<file path="src/rtl/hs_pkg.sv">
// Shared definitions for the high-speed sender/receiver link blocks.
package hs_pkg;

    localparam int unsigned HS_DATA_W     = 16;
    localparam int unsigned HS_BEAT_CNT_W = 16;
    localparam int unsigned HS_DEPTH      = 4;

    // Pointer width for a power-of-two buffer; a single-entry buffer still needs one bit.
    function automatic int unsigned hs_ptr_w(input int unsigned depth);
        return (depth > 1) ? $clog2(depth) : 1;
    endfunction

    localparam int unsigned HS_PTR_W = hs_ptr_w(HS_DEPTH);

    typedef struct packed {
        logic wr;
        logic drop;
    } hs_fifo_op_t;

endpackage

</file>
<file path="src/rtl/hs_rx_fifo.sv">
// First-word-fall-through circular buffer: storage, pointers and occupancy.
// Reports which operations took effect so the parent can track errors/counts.
module hs_rx_fifo
    import hs_pkg::*;
#(
    parameter int unsigned DATA_W = HS_DATA_W,
    parameter int unsigned DEPTH  = HS_DEPTH,
    localparam int unsigned PTR_W = hs_ptr_w(DEPTH),
    localparam int unsigned CNT_W = PTR_W + 1
) (
    input  logic              clk,
    input  logic              rst,
    input  logic              push_i,
    input  logic              pop_req_i,
    input  logic [DATA_W-1:0] data_i,
    output logic [DATA_W-1:0] data_o,
    output logic [CNT_W-1:0]  count_o,
    output logic [CNT_W-1:0]  count_nxt_o,
    output hs_fifo_op_t       op_o
);

    logic [DATA_W-1:0] mem_q [DEPTH];
    logic [PTR_W-1:0]  wr_ptr_q, wr_ptr_d;
    logic [PTR_W-1:0]  rd_ptr_q, rd_ptr_d;
    logic [CNT_W-1:0]  count_q, count_d;
    logic              wr_en, rd_en;

    // NOTE: every signal written here gets a default first, so no path leaves it unassigned and no latch is inferred.
    always_comb begin
        rd_en    = pop_req_i && (count_q != '0);
        // A full buffer still accepts a beat when the head retires on the same edge.
        wr_en    = push_i && ((count_q != CNT_W'(DEPTH)) || rd_en);
        wr_ptr_d = wr_ptr_q;
        rd_ptr_d = rd_ptr_q;
        count_d  = count_q;
        if (wr_en) begin
            wr_ptr_d = wr_ptr_q + PTR_W'(1);
        end
        if (rd_en) begin
            rd_ptr_d = rd_ptr_q + PTR_W'(1);
        end
        case ({wr_en, rd_en})
            2'b10:   count_d = count_q + CNT_W'(1);
            2'b01:   count_d = count_q - CNT_W'(1);
            default: count_d = count_q;
        endcase
    end

    // NOTE: storage has no reset; the pointers alone decide which entries are live.
    always_ff @(posedge clk) begin
        if (wr_en) begin
            mem_q[wr_ptr_q] <= data_i;
        end
    end

    // NOTE: sequential state uses non-blocking assignments so every register samples pre-edge values.
    always_ff @(posedge clk) begin
        if (rst) begin
            wr_ptr_q <= '0;
            rd_ptr_q <= '0;
            count_q  <= '0;
        end else begin
            wr_ptr_q <= wr_ptr_d;
            rd_ptr_q <= rd_ptr_d;
            count_q  <= count_d;
        end
    end

    assign data_o      = mem_q[rd_ptr_q];
    assign count_o     = count_q;
    assign count_nxt_o = count_d;
    assign op_o        = '{wr: wr_en, drop: push_i && !wr_en};

endmodule

</file>
<file path="src/rtl/hs_rx_buffer.sv">
// Receive-side elastic buffer: absorbs beats still in flight after ready drops,
// and tracks a sticky overflow flag plus a wrapping accepted-beat counter.
module hs_rx_buffer
    import hs_pkg::*;
#(
    parameter int unsigned DATA_W    = HS_DATA_W,
    parameter int unsigned DEPTH     = HS_DEPTH,
    parameter int unsigned READY_LAG = 1
) (
    input  logic                     clk,
    input  logic                     rst,
    input  logic [DATA_W-1:0]        data,
    input  logic                     valid,
    output logic                     ready,
    output logic [DATA_W-1:0]        data_out,
    output logic                     out_valid,
    input  logic                     out_ready,
    output logic                     overflow,
    output logic [HS_BEAT_CNT_W-1:0] beat_cnt
);

    localparam int unsigned CNT_W = hs_ptr_w(DEPTH) + 1;
    // (DEPTH - count) > READY_LAG+1 rewritten as a plain compare against a constant.
    localparam int unsigned READY_LIMIT = DEPTH - READY_LAG - 1;

    logic [CNT_W-1:0]         count, count_nxt;
    hs_fifo_op_t              op;
    logic                     ready_q, ready_d;
    logic                     overflow_q, overflow_d;
    logic [HS_BEAT_CNT_W-1:0] beat_cnt_q, beat_cnt_d;

    hs_rx_fifo #(
        .DATA_W (DATA_W),
        .DEPTH  (DEPTH)
    ) u_fifo (
        .clk         (clk),
        .rst         (rst),
        .push_i      (valid),
        .pop_req_i   (out_ready),
        .data_i      (data),
        .data_o      (data_out),
        .count_o     (count),
        .count_nxt_o (count_nxt),
        .op_o        (op)
    );

    always_comb begin
        ready_d    = count_nxt < CNT_W'(READY_LIMIT);
        overflow_d = overflow_q | op.drop;
        beat_cnt_d = op.wr ? beat_cnt_q + HS_BEAT_CNT_W'(1) : beat_cnt_q;
    end

    always_ff @(posedge clk) begin
        if (rst) begin
            ready_q    <= 1'b1;
            overflow_q <= 1'b0;
            beat_cnt_q <= '0;
        end else begin
            ready_q    <= ready_d;
            overflow_q <= overflow_d;
            beat_cnt_q <= beat_cnt_d;
        end
    end

    assign ready     = ready_q;
    assign out_valid = (count != '0);
    assign overflow  = overflow_q;
    assign beat_cnt  = beat_cnt_q;

endmodule

</file>
<file path="config.mk">
export PLATFORM = sky130hd
export DESIGN_NAME = hs_rx_buffer
export DESIGN_NICKNAME = d
export VERILOG_FILES = /design/src/rtl/hs_pkg.sv /design/src/rtl/hs_rx_fifo.sv /design/src/rtl/hs_rx_buffer.sv
export SDC_FILE = /design/constraint.sdc
export NUM_CORES = 1
export LEC_CHECK = 0
export ABC_AREA = 1
export BUFFER_PORTS_ARGS = -buffer_cell sky130_fd_sc_hd__buf_2
export CORE_MARGIN = 2
export CORE_UTILIZATION = 36
export DETAILED_ROUTE_END_ITERATION = 6
export PLACE_DENSITY = 0.59
export SLEW_MARGIN = 5
export SYNTH_ARGS = -nofsm -noshare
export SYNTH_HDL_FRONTEND = slang
export SYNTH_SLANG_ARGS = --single-unit
</file>
<file path="constraint.sdc">
create_clock -name clk -period 3.1 [get_ports clk]
set_clock_uncertainty 0.2 [all_clocks]
set_input_delay 0.62 -clock clk [delete_from_list [all_inputs] [get_ports clk]]
set_output_delay 0.62 -clock clk [all_outputs]
set_load 0.01 [all_outputs]
</file>
# ---- Word level (Yosys, flattened, before mapping)
# Memory sizes are Yosys's and may differ from the RTL's. A register that Yosys moved wholly into a read port is not among the register bits.
# Index checks and enable logic that the tools add are counted.
dict set report op_classes {
  add_sub_neg 5
  n_bitwise 1
  shifts 0
  n_reduce_logical 6
  mux 5
  order_cmp 1
  div 0
  mul 0
  eq_ne 3
}
# operator n
set ops {}
lappend ops {{$add 16x1->16 const B} 1}
lappend ops {{$pmux 3 s2} 1}
lappend ops {{$add 2x1->2 const B} 2}
lappend ops {{$mux 2} 2}
lappend ops {{$add 3x1->3 const B} 1}
lappend ops {{$logic_and 1x1->1} 3}
lappend ops {{$lt 3x2->1 const B} 1}
lappend ops {{$ne 3x3->1 const B} 1}
lappend ops {{$reduce_bool 3->1} 1}
lappend ops {{$sub 3x1->3 const B} 1}
lappend ops {{$eq 2x1->1 const B} 1}
lappend ops {{$eq 2x2->1 const B} 1}
lappend ops {{$mux 1} 2}
lappend ops {{$logic_not 1->1} 1}
lappend ops {{$logic_or 1x1->1} 1}
lappend ops {{$or 1x1->1} 1}
dict set report word_totals {
  register_bits 25
  out_inout_bits 35
  latchBits 0
  mem_count 1
  elab_cells 28
  romBits 0
  mem_bits_rw 64
  input_bits 20
}
# name words word_bits rd rd_clocked_by_memory_dff write_ports line
set memory_table {}
lappend memory_table {u_fifo.mem_q 4 16 1 1 1 hs_rx_fifo.sv:22} ;# logic [DATA_W-1:0] mem_q [DEPTH];

# ---- Depth between registers and ports, before layout
dict set report depth {
  ltp_word 7
  depth_mapped 14
  mapped_depth_nobuf 13
}

# ---- Modules after synthesis
# Synthesis repeated with hierarchy kept, for this count alone.
dict set report unflattened {
  cells_unflattened 347
  hier_area_um2 3757.4
}
# mod area_per_inst_um2 cells_each seq_area_each_um2 instances
set modules_own_cells {}
lappend modules_own_cells {hs_rx_fifo 2890.3 229 2102.0 1}
lappend modules_own_cells {hs_rx_buffer 867.1 118 360.3 1}

# ---- Least setup slack after synthesis
# No wires, ideal clock.
dict set report synth_timing {
  path_kind {in2reg}
  start {in out_ready}
  end {reg ready_q (netlist: ready)}
  required_time_ns 2.785
  arrival_time_ns 2.215
  cell_stages 12
  n_path_buf 1
  setup_slack_ns 0.570
  setup_time_ns 0.115
  path_cell_list {nor2_2 nand2_4 nand2_4 buf_8 ha_1 inv_1 fa_1 or2_2 nand4_1 nand3_1 o21ai_0 inv_1}
}
dict set report synth_via {
  elab_chain_cells 6
  word_cells_on_any_way 7
  classes_between {order compare: 1; eq/ne: 2; mux: 1; reduce/logical: 3}
}
# element line
set synth_lines {}
lappend synth_lines {{from (decl)} hs_rx_buffer.sv:17} ;# input logic out_ready,
lappend synth_lines {{$logic_and 1x1->1 *} hs_rx_fifo.sv:30} ;# rd_en = pop_req_i && (count_q != '0);
lappend synth_lines {{$logic_or 1x1->1} hs_rx_fifo.sv:32} ;# wr_en = push_i && ((count_q != CNT_W'(DEPTH)) || rd_en);
lappend synth_lines {{$logic_and 1x1->1} hs_rx_fifo.sv:32}
lappend synth_lines {{$eq 2x1->1 or $eq 2x2->1 (tied branches)} hs_rx_fifo.sv:42} ;# case ({wr_en, rd_en})
lappend synth_lines {{$pmux 3 s2 *} hs_rx_fifo.sv:42}
lappend synth_lines {{$lt 3x2->1 *} hs_rx_buffer.sv:48} ;# ready_d = count_nxt < CNT_W'(READY_LIMIT);
lappend synth_lines {{to (signal assigned)} hs_rx_buffer.sv:59} ;# ready_q <= ready_d;
lappend synth_lines {{to (decl)} hs_rx_buffer.sv:28} ;# logic ready_q, ready_d;
# Mark *: on every way between the ends. The rest lies on a longest branch, timed or not.
# A chain may end at the register's enable or synchronous reset.

==> metrics.cfg <==
[power]
p_clk_frac = 0.280
power.switching_uw = 883
power.leakage_uw = 0.00165
p_int_uw = 1990
power_frac_comb = 0.216
power_frac_seq = 0.504
irDropWorstVdd_uv = 285
p_per_area_nw_per_um2 = 660
switching_share = 0.307
totalPowerFinal_uw = 2880

[synth]
synth_area_leaders = edfxtp_1 52%, dfxtp_1 15%, nor2_1 7.0%
syn_nets = 373
synthCells = 346
synth_area_leader_cell = edfxtp_1
synth_edf_count = 64
synth.most_common_cell = nor2_1
synthesis.area_um2 = 3720
yosys-top-cells-count = 69 x nor2_1, 64 x edfxtp_1, 45 x o21ai_0, 32 x inv_1, 31 x nand2_1
yosysWarnings = 0
synth_top_area_frac = 0.517
synth-async-reset-ratio = 0
ys_seq_area_frac = 0.663
synth-main-ff-cell = edfxtp_1
synth_seq_cells = 91
syn_area_per_cell_um2 = 10.7
yosysUniqueCellTypes = 26

[clock_tree]
ctsRootBufferMaster = clkbuf_8
postCtsSetupBuffers = 0
cts.sinks = 91
cts-resized-gates = 0
hold_buffers = 0
cts_buffer_depth = 2
clkLatencyLatePin_ns = 0.36
cts_htree_levels = 3
clk_pin_slew_worst_paths_ns = 0.09
cts_buffers = 9
cts_tree = done

[floorplanning]
initial_utilization = 0.365
coreArea_um2 = 10200
rows = 37
die_x_um = 106
die_y_um = 106
pin_count = 55
die_area_um2 = 11200

[placed_design]
pre_cts_ws_ns = 0.508
port-buffer-count = 54
dpl.hpwl_mm = 4.79
gp_congestion = 0.823

[detailed_routing]
drt_iter0_drc = 108
viasPerCell = 4.71
ant_nets = 0
dr_total_vias = 2586
drt-pass1-iter-count = 4
wl_mm = 7.43
drc = 0
wl_per_cell_um = 13.5

[timing]
max_freq_mhz = 388
whs_ns = 0.273
hold_viol_final = 0
setup_viol = 0
period_minus_slack_ns = 2.57
slew_headroom = 0.606
rsz0062_at_grt = false
setup_tns_ns = 0
finalCritPeriodShare = 0.831
drv_slew = 0
setup_ws_ns = 0.525
worst_slew_pin_slew_ns = 0.590

[critical_path]
crit_chain = buf_4, o21ai_0, o22ai_1, buf_2
arrival_ns = 1.75
crit_type = flop to output port
max_stage_delay_ns = 0.59
startpoint_type = flop
cp-end-kind = output port
cp_max_fo = 22
reg2reg_depth = 12
slowest_stage = dfxtp_1
required_ns = 2.28

[cells_and_area]
antenna_cells = 0
syn_to_final_growth_pct = 17.3
fin_util = 0.428
finalNetCount = 435
drive_above_1_share = 0.215

[global_route]
grt-ovfl-total = 0
grt_pass1_vias = 2449
grt_start_max_net_pins = 33
grt_usage = 0.137
antenna_found_initial = 0
grt_pass1_wl_mm = 12.0

[min_path]
hold_depth = 1
min_path_type = flop to flop

[run]
maxCapViolations = 0

[run_status]
status = completed

-- routing by layer --
layer,GRT usage,vias to the layer above,share of wire
met3,0.0414,11,0.053
met5,0,-,0
met2,0.234,57,0.48
met4,0.0423,0,0.012
met1,0.168,1202,0.46
li1,-,1316,-
-- cell families (layout without fill, tap and decap cells) --
logic type / after synthesis / after routing / synth area share
and+or+nand+nor: 126 / 126 / 0.146
DFF: 91 / 91 / 0.663
AOI/OAI and AO/OA: 77 / 77 / 0.113
buffers and inverters: 43 / 110 / 0.0471
adders and majority gates: 7 / 7 / 0.0256
xor gates and xnor gates: 2 / 2 / 0.00471
-- final cells by class --
type	count	area [um2]
Clock buffer	10	128
Timing Repair Buffer	62	330
Fill cell	1001	5820
Sequential cell	91	2460
Multi-Input combinational cell	212	1080
Inverter	32	120
Tap cell	136	170
Clock inverter	6	71.3
-- state kept, by name, indices dropped and copies added, names as in the netlist, named ones only --
register / cells
u_fifo.mem_q: 64
beat_cnt: 16
u_fifo.count_o: 3
u_fifo.rd_ptr_q: 2
u_fifo.wr_ptr_q: 2
overflow: 1
ready: 1
-- critical path, delay by kind of cell, from the launching register on --
kind                   cells  cell delay [ns]
flip-flops                 1             0.59
buffers and inverters      2             0.49
AO/OA/AOI/OAI              2             0.32
-- path summary, 6_finish.rpt --
check               startpoint     endpoint  slack, ns
min                   overflow     overflow       0.27
max reg2reg  u_fifo.count_o[2]        ready       0.81
max                       flop  data_out[2]       0.53
min reg2reg           overflow     overflow       0.27
-- placed cells by master (no fill, tap or decap), types with 2 or more instances in the layout --
| cell type | netlist | routed |
|---|---|---|
| edfxtp_1 | 64 | 64 |
| o21ai_0 | 45 | 45 |
| buf_2 | 2 | 54 |
| o22ai_1 | 16 | 16 |
| nand2_1 | 31 | 31 |
| nor3_1 | 2 | 2 |
| nor2_2 | 4 | 4 |
| xnor2_1 | 2 | 2 |
| clkbuf_8 | 0 | 9 |
| nor2_1 | 69 | 69 |
| buf_4 | 0 | 8 |
| clkinvlp_4 | 0 | 2 |
| dfxtp_1 | 27 | 27 |
| nand2_4 | 2 | 2 |
| a21oi_1 | 12 | 12 |
| nand3_1 | 8 | 8 |
| inv_1 | 32 | 32 |
| inv_6 | 0 | 2 |
| ha_1 | 6 | 6 |
| nand4_1 | 7 | 7 |
-- power by group through the flow --
stage                     combinational, uW  clock [uW]  sequential (uW)
after floorplan                         405           0             1460
after global placement                  619           0             1470
after detailed placement                632           0             1480
after CTS                               632         825             1450
after global routing                    708         867             1460
final                                   623         805             1450
-- stage by stage --
stage               area (um2)  instances
floorplan                 3720        346
global placement          4160        533
detailed placement        4160        533
CTS                       4360        549
global route              4360        549
finish                    4360        549
(Power assumes the default switching activity.)
